==> src/rtl/ffcp_tx_server_pkg.sv <==
// -----------------------------------------------------------------------------
// ffcp_tx_server_pkg
//
// Shared FFCP networking definitions used by the transmit flow controller:
// field widths, default window/index sizes, packet type codes, the FSM state
// type and a constant-foldable clog2 helper for sizing ports and counters.
// -----------------------------------------------------------------------------
package ffcp_tx_server_pkg;

  localparam int FFCP_TYPE_LEN       = 2;
  localparam int FFCP_INDEX_LEN      = 6;
  localparam int FFCP_WINDOW_LEN     = 8;
  localparam int FFCP_TIMEOUT_CYCLES = 1000000;

  typedef enum logic [FFCP_TYPE_LEN-1:0] {
    FFCP_TYPE_SYN = 2'd0,
    FFCP_TYPE_MSG = 2'd1,
    FFCP_TYPE_ACK = 2'd2
  } ffcp_type_e;

  typedef enum logic {
    TX_IDLE = 1'b0,
    TX_SEND = 1'b1
  } tx_state_e;

  // Ceiling log2; clog2(1) = 0.
  function automatic int clog2(input int value);
    int r;
    int v;
    r = 0;
    v = value - 1;
    while (v > 0) begin
      r = r + 1;
      v = v >> 1;
    end
    return r;
  endfunction

endpackage : ffcp_tx_server_pkg

==> src/rtl/ffcp_tx_timer.sv <==
// -----------------------------------------------------------------------------
// ffcp_tx_timer
//
// Retransmit timer for the FFCP transmit flow controller. Counts cycles while
// run_i is high; expire_o pulses on the cycle the count reaches
// TIMEOUT_CYCLES-1, after which the count restarts from zero.
//
// Ports:
//   clk       clock
//   rst       synchronous active-high reset
//   run_i     count enable (packets outstanding)
//   clear_i   restart the count from zero (ack progress or go-back applied)
//   expire_o  one-cycle pulse at the terminal count while running
// -----------------------------------------------------------------------------
module ffcp_tx_timer
  import ffcp_tx_server_pkg::*;
#(
  parameter int TIMEOUT_CYCLES = FFCP_TIMEOUT_CYCLES
) (
  input  logic clk,
  input  logic rst,
  input  logic run_i,
  input  logic clear_i,
  output logic expire_o
);

  localparam int CW = (TIMEOUT_CYCLES > 1) ? clog2(TIMEOUT_CYCLES) : 1;
  localparam logic [CW-1:0] LAST = CW'(TIMEOUT_CYCLES - 1);

  logic [CW-1:0] cnt_q, cnt_d;

  // expire is independent of clear_i so the parent can arbitrate ack vs.
  // timeout without a combinational loop through the clear path.
  assign expire_o = run_i && (cnt_q == LAST);

  always_comb begin
    cnt_d = cnt_q + CW'(1);
    if (clear_i || !run_i || (cnt_q == LAST)) begin
      cnt_d = '0;
    end
  end

  always_ff @(posedge clk) begin
    if (rst) begin
      cnt_q <= '0;
    end else begin
      cnt_q <= cnt_d;
    end
  end

endmodule : ffcp_tx_timer

==> src/rtl/ffcp_tx_server.sv <==
// -----------------------------------------------------------------------------
// ffcp_tx_server
//
// Go-back-N transmit sequencer for FFCP. Chooses which packet index the
// transmit framer sends next (SYN at index 0 until the link is acknowledged,
// MSG afterwards), tracks the window [base, top) against cumulative acks and
// rewinds to base when the retransmit timer expires.
//
// Ports:
//   clk, rst     clock, synchronous active-high reset (shared with framer)
//   data_avail   upstream has a packet committed in slot top[SLOT_W-1:0]
//   new_outclk   pulse: a new packet was accepted (top advanced)
//   tx_start     pulse: start the framer
//   tx_type      packet type (SYN/MSG), held from tx_start until tx_done
//   tx_index     packet index, held likewise
//   tx_slot      ring slot to read (low bits of tx_index)
//   tx_done      framer finished the current packet
//   ack_inclk    cumulative ack valid
//   ack_index    next index the receiver expects
//   inflight     top - base (upstream may only write slots outside the window)
//   link_up      a valid ack has been seen since reset
//   retx_count   (FFCP_TX_STATS_EN only) saturating count of timeout go-backs
//
// Build option: define FFCP_TX_STATS_EN to add the retx_count output.
// -----------------------------------------------------------------------------
module ffcp_tx_server
  import ffcp_tx_server_pkg::*;
#(
  parameter int INDEX_LEN      = FFCP_INDEX_LEN,
  parameter int WINDOW_LEN     = FFCP_WINDOW_LEN,
  parameter int TIMEOUT_CYCLES = FFCP_TIMEOUT_CYCLES
) (
  input  logic                          clk,
  input  logic                          rst,
  input  logic                          data_avail,
  output logic                          new_outclk,
  output logic                          tx_start,
  output logic [FFCP_TYPE_LEN-1:0]      tx_type,
  output logic [INDEX_LEN-1:0]          tx_index,
  output logic [clog2(WINDOW_LEN)-1:0]  tx_slot,
  input  logic                          tx_done,
  input  logic                          ack_inclk,
  input  logic [INDEX_LEN-1:0]          ack_index,
  output logic [clog2(WINDOW_LEN):0]    inflight,
  output logic                          link_up
`ifdef FFCP_TX_STATS_EN
  ,
  output logic [15:0]                   retx_count
`endif
);

  localparam int SLOT_W = clog2(WINDOW_LEN);
  localparam int CNT_W  = SLOT_W + 1;

  typedef logic [INDEX_LEN-1:0] idx_t;

  tx_state_e  state_q, state_d;
  idx_t       base_q, base_d;
  idx_t       next_q, next_d;
  idx_t       top_q, top_d;
  idx_t       tx_index_q, tx_index_d;
  ffcp_type_e tx_type_q, tx_type_d;
  logic       link_up_q, link_up_d;
  logic       retx_pend_q, retx_pend_d;
  logic       tx_start_q, tx_start_d;
  logic       new_outclk_q, new_outclk_d;

  idx_t             span;
  idx_t             ack_dist;
  idx_t             eff_next;
  idx_t             next_adv;
  idx_t             next_rel;
  logic [CNT_W-1:0] inflight_w;
  logic [CNT_W-1:0] limit;
  logic             ack_valid;
  logic             expire;
  logic             expire_ok;
  logic             retx_req;
  logic             apply_retx;
  logic             is_new;
  logic             launch;

  // All window arithmetic is relative to base, modulo 2^INDEX_LEN, so index
  // wrap-around never needs special casing.
  assign span       = top_q - base_q;
  assign inflight_w = CNT_W'(span);
  assign ack_dist   = ack_index - base_q;
  assign ack_valid  = ack_inclk && (ack_dist != '0) && (ack_dist <= span);
  assign limit      = link_up_q ? CNT_W'(WINDOW_LEN) : CNT_W'(1);

  // A valid ack in the same cycle as an expiry (or while a go-back is still
  // waiting for the current packet to finish) cancels the go-back.
  assign expire_ok  = expire && !ack_valid;
  assign retx_req   = retx_pend_q || expire_ok;
  assign apply_retx = retx_req && !ack_valid &&
                      ((state_q == TX_IDLE) || tx_done);

  // A go-back applied in IDLE takes effect in the same cycle's launch choice.
  assign eff_next = apply_retx ? base_q : next_q;
  assign is_new   = (eff_next == top_q);
  assign launch   = (state_q == TX_IDLE) &&
                    (!is_new || (data_avail && (inflight_w < limit)));

  ffcp_tx_timer #(
    .TIMEOUT_CYCLES (TIMEOUT_CYCLES)
  ) u_timer (
    .clk      (clk),
    .rst      (rst),
    .run_i    (inflight_w != '0),
    .clear_i  (ack_valid || apply_retx),
    .expire_o (expire)
  );

  always_comb begin
    // NOTE: every variable gets a default before any branch so no path
    // leaves one unassigned; otherwise synthesis would infer a latch.
    state_d      = state_q;
    base_d       = base_q;
    top_d        = top_q;
    link_up_d    = link_up_q;
    tx_index_d   = tx_index_q;
    tx_type_d    = tx_type_q;
    tx_start_d   = 1'b0;
    new_outclk_d = 1'b0;
    next_adv     = eff_next;
    next_rel     = '0;

    unique case (state_q)
      TX_IDLE: begin
        if (launch) begin
          state_d    = TX_SEND;
          tx_start_d = 1'b1;
          tx_index_d = eff_next;
          tx_type_d  = ((eff_next == '0) && !link_up_q) ? FFCP_TYPE_SYN
                                                        : FFCP_TYPE_MSG;
          next_adv   = eff_next + idx_t'(1);
          if (is_new) begin
            new_outclk_d = 1'b1;
            top_d        = top_q + idx_t'(1);
          end
        end
      end
      TX_SEND: begin
        // The packet in flight completes unchanged even if an ack moves base.
        if (tx_done) begin
          state_d = TX_IDLE;
        end
      end
      default: state_d = TX_IDLE;
    endcase

    next_d = next_adv;
    if (ack_valid) begin
      base_d    = ack_index;
      link_up_d = 1'b1;
      // Skip packets the receiver already holds.
      next_rel = next_adv - base_q;
      if (next_rel < ack_dist) begin
        next_d = ack_index;
      end
    end

    retx_pend_d = retx_req && !apply_retx && !ack_valid;
  end

  always_ff @(posedge clk) begin
    // NOTE: sequential state uses non-blocking assignments so every register
    // samples pre-edge values, independent of statement order.
    if (rst) begin
      state_q      <= TX_IDLE;
      base_q       <= '0;
      next_q       <= '0;
      top_q        <= '0;
      link_up_q    <= 1'b0;
      retx_pend_q  <= 1'b0;
      tx_start_q   <= 1'b0;
      new_outclk_q <= 1'b0;
      tx_index_q   <= '0;
      tx_type_q    <= FFCP_TYPE_SYN;
    end else begin
      state_q      <= state_d;
      base_q       <= base_d;
      next_q       <= next_d;
      top_q        <= top_d;
      link_up_q    <= link_up_d;
      retx_pend_q  <= retx_pend_d;
      tx_start_q   <= tx_start_d;
      new_outclk_q <= new_outclk_d;
      tx_index_q   <= tx_index_d;
      tx_type_q    <= tx_type_d;
    end
  end

`ifdef FFCP_TX_STATS_EN
  logic [15:0] retx_count_q;

  always_ff @(posedge clk) begin
    if (rst) begin
      retx_count_q <= '0;
    end else if (apply_retx && (retx_count_q != 16'hFFFF)) begin
      retx_count_q <= retx_count_q + 16'd1;
    end
  end

  assign retx_count = retx_count_q;
`endif

  assign tx_start   = tx_start_q;
  assign new_outclk = new_outclk_q;
  assign tx_type    = tx_type_q;
  assign tx_index   = tx_index_q;
  assign tx_slot    = tx_index_q[SLOT_W-1:0];
  assign inflight   = inflight_w;
  assign link_up    = link_up_q;

endmodule : ffcp_tx_server
==> config.mk <==
export PLATFORM = sky130hd
export DESIGN_NAME = ffcp_tx_server
export DESIGN_NICKNAME = d
export VERILOG_FILES = /design/src/rtl/ffcp_tx_server_pkg.sv /design/src/rtl/ffcp_tx_timer.sv /design/src/rtl/ffcp_tx_server.sv
export SDC_FILE = /design/constraint.sdc
export NUM_CORES = 1
export LEC_CHECK = 0
export CAP_MARGIN = 25
export CORE_ASPECT_RATIO = 0.9
export CORE_MARGIN = 8
export CORE_UTILIZATION = 45
export DETAILED_ROUTE_END_ITERATION = 16
export GPL_TIMING_DRIVEN = 0
export PLACE_DENSITY = 0.6
export SKIP_LAST_GASP = 1
export SYNTH_ARGS = -nofsm -noshare
export SYNTH_HDL_FRONTEND = slang
export SYNTH_SLANG_ARGS = --single-unit
==> constraint.sdc <==
create_clock -name clk -period 13 [get_ports clk]
set_clock_uncertainty 0.1 [all_clocks]
set_input_delay 3.25 -clock clk [delete_from_list [all_inputs] [get_ports clk]]
set_output_delay 3.25 -clock clk [all_outputs]
set_load 0.02 [all_outputs]
Yosys cells after proc, flatten, opt, wreduce, memory -nomap -nowiden --
Index checks and enable logic that the tools add are counted.
Word-level totals: register bits 51, bits of input ports 11, output and inout bits 18, logic and storage cells 65
Operators by class: add/subtract/negate cells 6, $lt $le $gt $ge 3, equal/unequal tests 2, multiplexer cells 11, bitwise logic cells 2, reductions and logical operators 30
Operator list (count):
- $mux 6 | 5
- $add 20x1->20 const B | 1
- $eq 20x20->1 const B | 1
- $sub 6x6->6 | 3
- $add 6x1->6 const B | 2
- $logic_and 1x1->1 | 11
- $eq 6x6->1 | 1
- $le 6x6->1 | 1
- $logic_not 6->1 | 1
- $logic_or 1x1->1 | 6
- $lt 6x6->1 | 1
- $reduce_bool 6->1 | 1
- $logic_not 1->1 | 5
- $lt 4x4->1 | 1
- $mux 1 | 4
- $mux 4 | 1
- $reduce_bool 4->1 | 1
- $reduce_or 2->1 | 2
- $reduce_and 3->1 | 1
- $reduce_or 3->1 | 1
- $not 1->1 | 2
- $pmux 1 s2 | 1
- $reduce_and 2->1 | 1

Longest topological paths before layout --
word-level depth 20, depth in mapped cells 37, mapped depth without buffers 34

Hierarchy --
From an unflattened synthesis, not the netlist that was laid out.
Second synthesis, totals: cell total of the unflattened synthesis 441, area total of the unflattened synthesis 3633.5 µm²
By module, submodules not included:
- ffcp_tx_server | times used 1, cells an instance 333, area each 2706.3 µm², sequential area each 600.6 µm²
- ffcp_tx_timer | times used 1, cells an instance 108, area each 927.1 µm², sequential area each 400.4 µm²

Worst setup path after synthesis --
No wires, ideal clock.
path kind input port to flip-flop, start input port ack_index[2], end register next_q[2], arrival 9.713 ns, data required time 12.778 ns, setup slack 3.066 ns, stages 31, path through ha_1 or2_1 o221a_1 a31o_1 or2_2 ha_1 nand3_1 or4_1 o31a_1 buf_6 o21ai_4 mux2_1 a221o_1 o31a_1 buf_2 clkbuf_1 xnor2_1 ha_1 fa_1 inv_1 ha_1 a21o_1 a21o_1 a21oi_1 a21oi_1 o21a_1 nor4_1 clkbuf_1 nor4_1 a31oi_1 nand3_1
Between the ends: word-level cells in the longest chain between the ends 20, elaborated cells between the ends (all ways) 22, those cells by class 3 x add/sub; 2 x order compare; 1 x eq/ne; 5 x mux; 11 x reduce/logical
RTL lines:
- from (decl) | line ffcp_tx_server.sv:43 | input logic [INDEX_LEN-1:0] ack_index,
- parallel branches: the longest is 19 deep, another holds $sub 6x6->6
- $mux 6 * | line ffcp_tx_server.sv:153 | if (ack_valid) begin
- to (signal assigned) | line ffcp_tx_server.sv:183 | next_q <= next_d;
- to (decl) | line ffcp_tx_server.sv:59 | idx_t next_q, next_d;
Every way passes the cells marked *. A chain may end at the register's enable or synchronous reset.

Final worst setup path --
start input port ack_index[2], end register next_q[5]
Between the ends: word-level cells in the longest chain between the ends 20, elaborated cells between the ends (all ways) 22, those cells by class 3 x add/sub; 2 x order compare; 1 x eq/ne; 5 x mux; 11 x reduce/logical
RTL lines:
- $sub 6x6->6 * | line ffcp_tx_server.sv:87 | assign ack_dist = ack_index - base_q;
- parallel branches: the longest is 18 deep, another holds $le 6x6->1
- $mux 6 * | line ffcp_tx_server.sv:153
Marks and branches as above.

==> run summary <==
Wirelength per Cell -> 16.0 um
Highest Clock Rate -> 89.2 MHz
sequential share of the synthesized area -> 0.277
Mapped Avg Cell Area -> 8.10 um^2
Syn Inst Count -> 446
Post-synth EDFFs -> 0
Placer Congestion -> 0.924
MaxCap Viol Count -> 0
# IOs -> 29
drt first pass iters -> 5
final hold vios -> 0
unrepaired setup endpoints after global routing -> false
CTS max path bufs -> 2
M1 WL -> 4770 um
top-area cell type share of the netlist area -> 0.277
critical path class -> in -> reg
die area -> 11,200 um^2
Final Net Count -> 522
Post-CTS Resized -> 0
setup TNS -> 0 ns
ratio of cells with drive above 1 in the final layout -> 0.0646
Worst slew margin -> 0.507
core region area -> 7910 um^2
FP Rows -> 31
GR Overflow Total -> 0
leading cell type by number of instances after synthesis -> nor2_1
Port Buffers -> 26
Syn-to-layout area delta -> 14.6%
Critical Path RT -> 13.08 ns
most used cell, CP -> ha_1
initial antenna violation count -> 0
Met3 Routed Length -> 387 um
htree depth -> 2
Yosys reg bits -> 50
startpoint class of the critical path -> input port
Critical-path top delay cell -> or4_1
worst slew pin tran -> 0.737 ns
Max Slew Vio Count -> 0
CTS tree -> yes
Crit. End Element -> flip-flop
Routed WL -> 9250 um
Post-CTS Setup Bufs -> 0
clock root buffer -> clkbuf_8
run status -> finished, final reports clean
DIE WIDTH -> 110 um
vias in the first global route -> 3,118
Post-synth top cells -> nor2_1 (60), dfxtp_1 (50), inv_1 (33)
pwr dens -> 202 nW/um^2
most area-hungry cell type in the Yosys netlist -> dfxtp_1
hold buffers post-CTS -> 0
wire length of the first global-routing pass -> 15,500 um
antenna-violating nets left -> 0
syn nets -> 489
vias -> 3,154
CP peak stage delay -> 0.51 ns
Final period util -> 0.862
DR vias/cell -> 5.45
pin count of the biggest net entering global routing -> 16
max layer used -> met4
Crit Path Max Fanout -> 10
Num CTS Buffers -> 5
signal arrival time at the worst endpoint -> 11.29 ns
DR DRC count -> 0
fin crit period -> 11.21 ns
top post-synthesis cells by area -> dfxtp_1 (28%), ha_1 (10%), nor2_1 (6.2%)
wire length on met2 -> 3990 um
post-DP HPWL -> 7380 um
synth warn -> 0
CTS sink cnt -> 50
initial DRC count -> 125
Tot Pwr -> 835 uW
top_reg_cell synth -> dfxtp_1
Worst-path clk slew -> 0.09 ns
Hold Crit Class -> reg -> reg
Mapped Area -> 3610 um^2
All-Layer GR Usage -> 0.167
Initial Utilization -> 0.457
maximum vdd drop -> 0.117 mV
Clock Latency Late Sink -> 0.31 ns
Ant. Diodes -> 0
post-synthesis cell type count -> 63
final setup fails -> 0
Leak Pwr -> 1.68 nW
asr flop ratio synth -> 0
Die H -> 101 um
[sequential cells by signal, summed over array words and instances (netlist names), 6 cells and up]
register       cells
u_timer.cnt_q     20
top_q              6
next_q             6
base_q             6
tx_index           6
[path summary, 6_finish.rpt]
check | slack [ns] | cells after the start | start | end
worst max-delay path | 1.79 | 33 | ack_index[2] | next_q[5]$_SDFF_PP0_
worst min-delay path | 0.37 | 1 | u_timer.cnt_q[0]$_SDFF_PP0_ | u_timer.cnt_q[0]$_SDFF_PP0_
worst max register to register | 4.55 | 33 | base_q[1]$_SDFFE_PP0N_ | next_q[5]$_SDFF_PP0_
worst min register to register | 0.37 | 1 | u_timer.cnt_q[0]$_SDFF_PP0_ | u_timer.cnt_q[0]$_SDFF_PP0_
[power by group]
group	leakage [nW]	switching, mW	internal [mW]
sequential	0.407	0.0179	0.175
combinational	1.20	0.295	0.210
clock	0.0714	0.0538	0.0821
[layout make-up]
cell class	count	area, um^2
Timing Repair Buffer	26	260
Buffer	21	111
Clock buffer	6	82.6
Inverter	33	124
Clock inverter	2	60.1
Fill cell	788	3770
Multi-Input combinational cell	342	2380
Tap cell	99	124
Sequential cell	50	1000
[routing by layer]
layer	vias to the layer above	global-route usage
li1	1619	-
met4	0	0.0446
met2	59	0.265
met1	1468	0.225
met5	-	0
met3	8	0.0321
[critical path, delay by kind of cell]
| family | cells | cell delay (ns) |
|---|---|---|
| buffers and inverters | 6 | 1.54 |
| and+or+nand+nor | 7 | 1.88 |
| xor gates and xnor gates | 3 | 0.74 |
| muxes | 1 | 0.37 |
| adders and majority gates | 4 | 1.16 |
| AOI/OAI and AO/OA | 12 | 2.34 |
[cell usage in the layout, fill, tap and decap left out, types with 3 or more instances in the layout]
| cell | n |
|---|---|
| a21oi_1 | 20 |
| nor4_1 | 10 |
| clkbuf_8 | 6 |
| o211ai_1 | 3 |
| fa_1 | 3 |
| a21o_1 | 10 |
| or2_2 | 3 |
| buf_4 | 5 |
| clkbuf_1 | 10 |
| buf_2 | 5 |
| xnor2_1 | 21 |
| dfxtp_1 | 50 |
| nor2b_1 | 7 |
| inv_1 | 33 |
| clkdlybuf4s50_1 | 26 |
| and3_1 | 11 |
| a31oi_1 | 3 |
| o21ai_0 | 10 |
| o21a_1 | 7 |
| o31ai_1 | 3 |
| nand2b_1 | 4 |
| nand2_1 | 31 |
| nand3_1 | 17 |
| ha_1 | 29 |
| and2_1 | 6 |
| mux2i_1 | 5 |
| or4_1 | 4 |
| a211oi_1 | 5 |
| nor3_1 | 4 |
| xor2_1 | 18 |
| or3_1 | 3 |
| nand4_1 | 5 |
| nor2_1 | 60 |
[per-stage QoR]
| step | worst slack, ns | area (um^2) | hold WS [ns] | util | cells |
|---|---|---|---|---|---|
| after detailed placement | 1.56 | 4000 | 0.353 | 0.505 | 571 |
| after floorplan | 3.07 | 3610 | 0.326 | - | 446 |
| after global routing | 1.24 | 4140 | 0.409 | 0.523 | 579 |
| after global placement | 1.55 | 4000 | 0.342 | 0.505 | 571 |
| final | 1.79 | 4140 | 0.365 | 0.523 | 579 |
| after CTS | 1.84 | 4140 | 0.375 | 0.523 | 579 |
[cells by family (layout without fill, tap and decap cells)]
kind of cell | after synthesis | in the layout | share of synthesized area
xor+xnor | 40 | 40 | 0.101
other cells | 1 | 1 | 0.00104
buf+inv | 54 | 88 | 0.0651
simple gates | 177 | 177 | 0.249
fa+ha+maj | 32 | 32 | 0.117
flops | 50 | 50 | 0.277
compound gates | 85 | 85 | 0.171
mux | 7 | 7 | 0.0201
No activity file was read; power rests on OpenSTA's default activity.
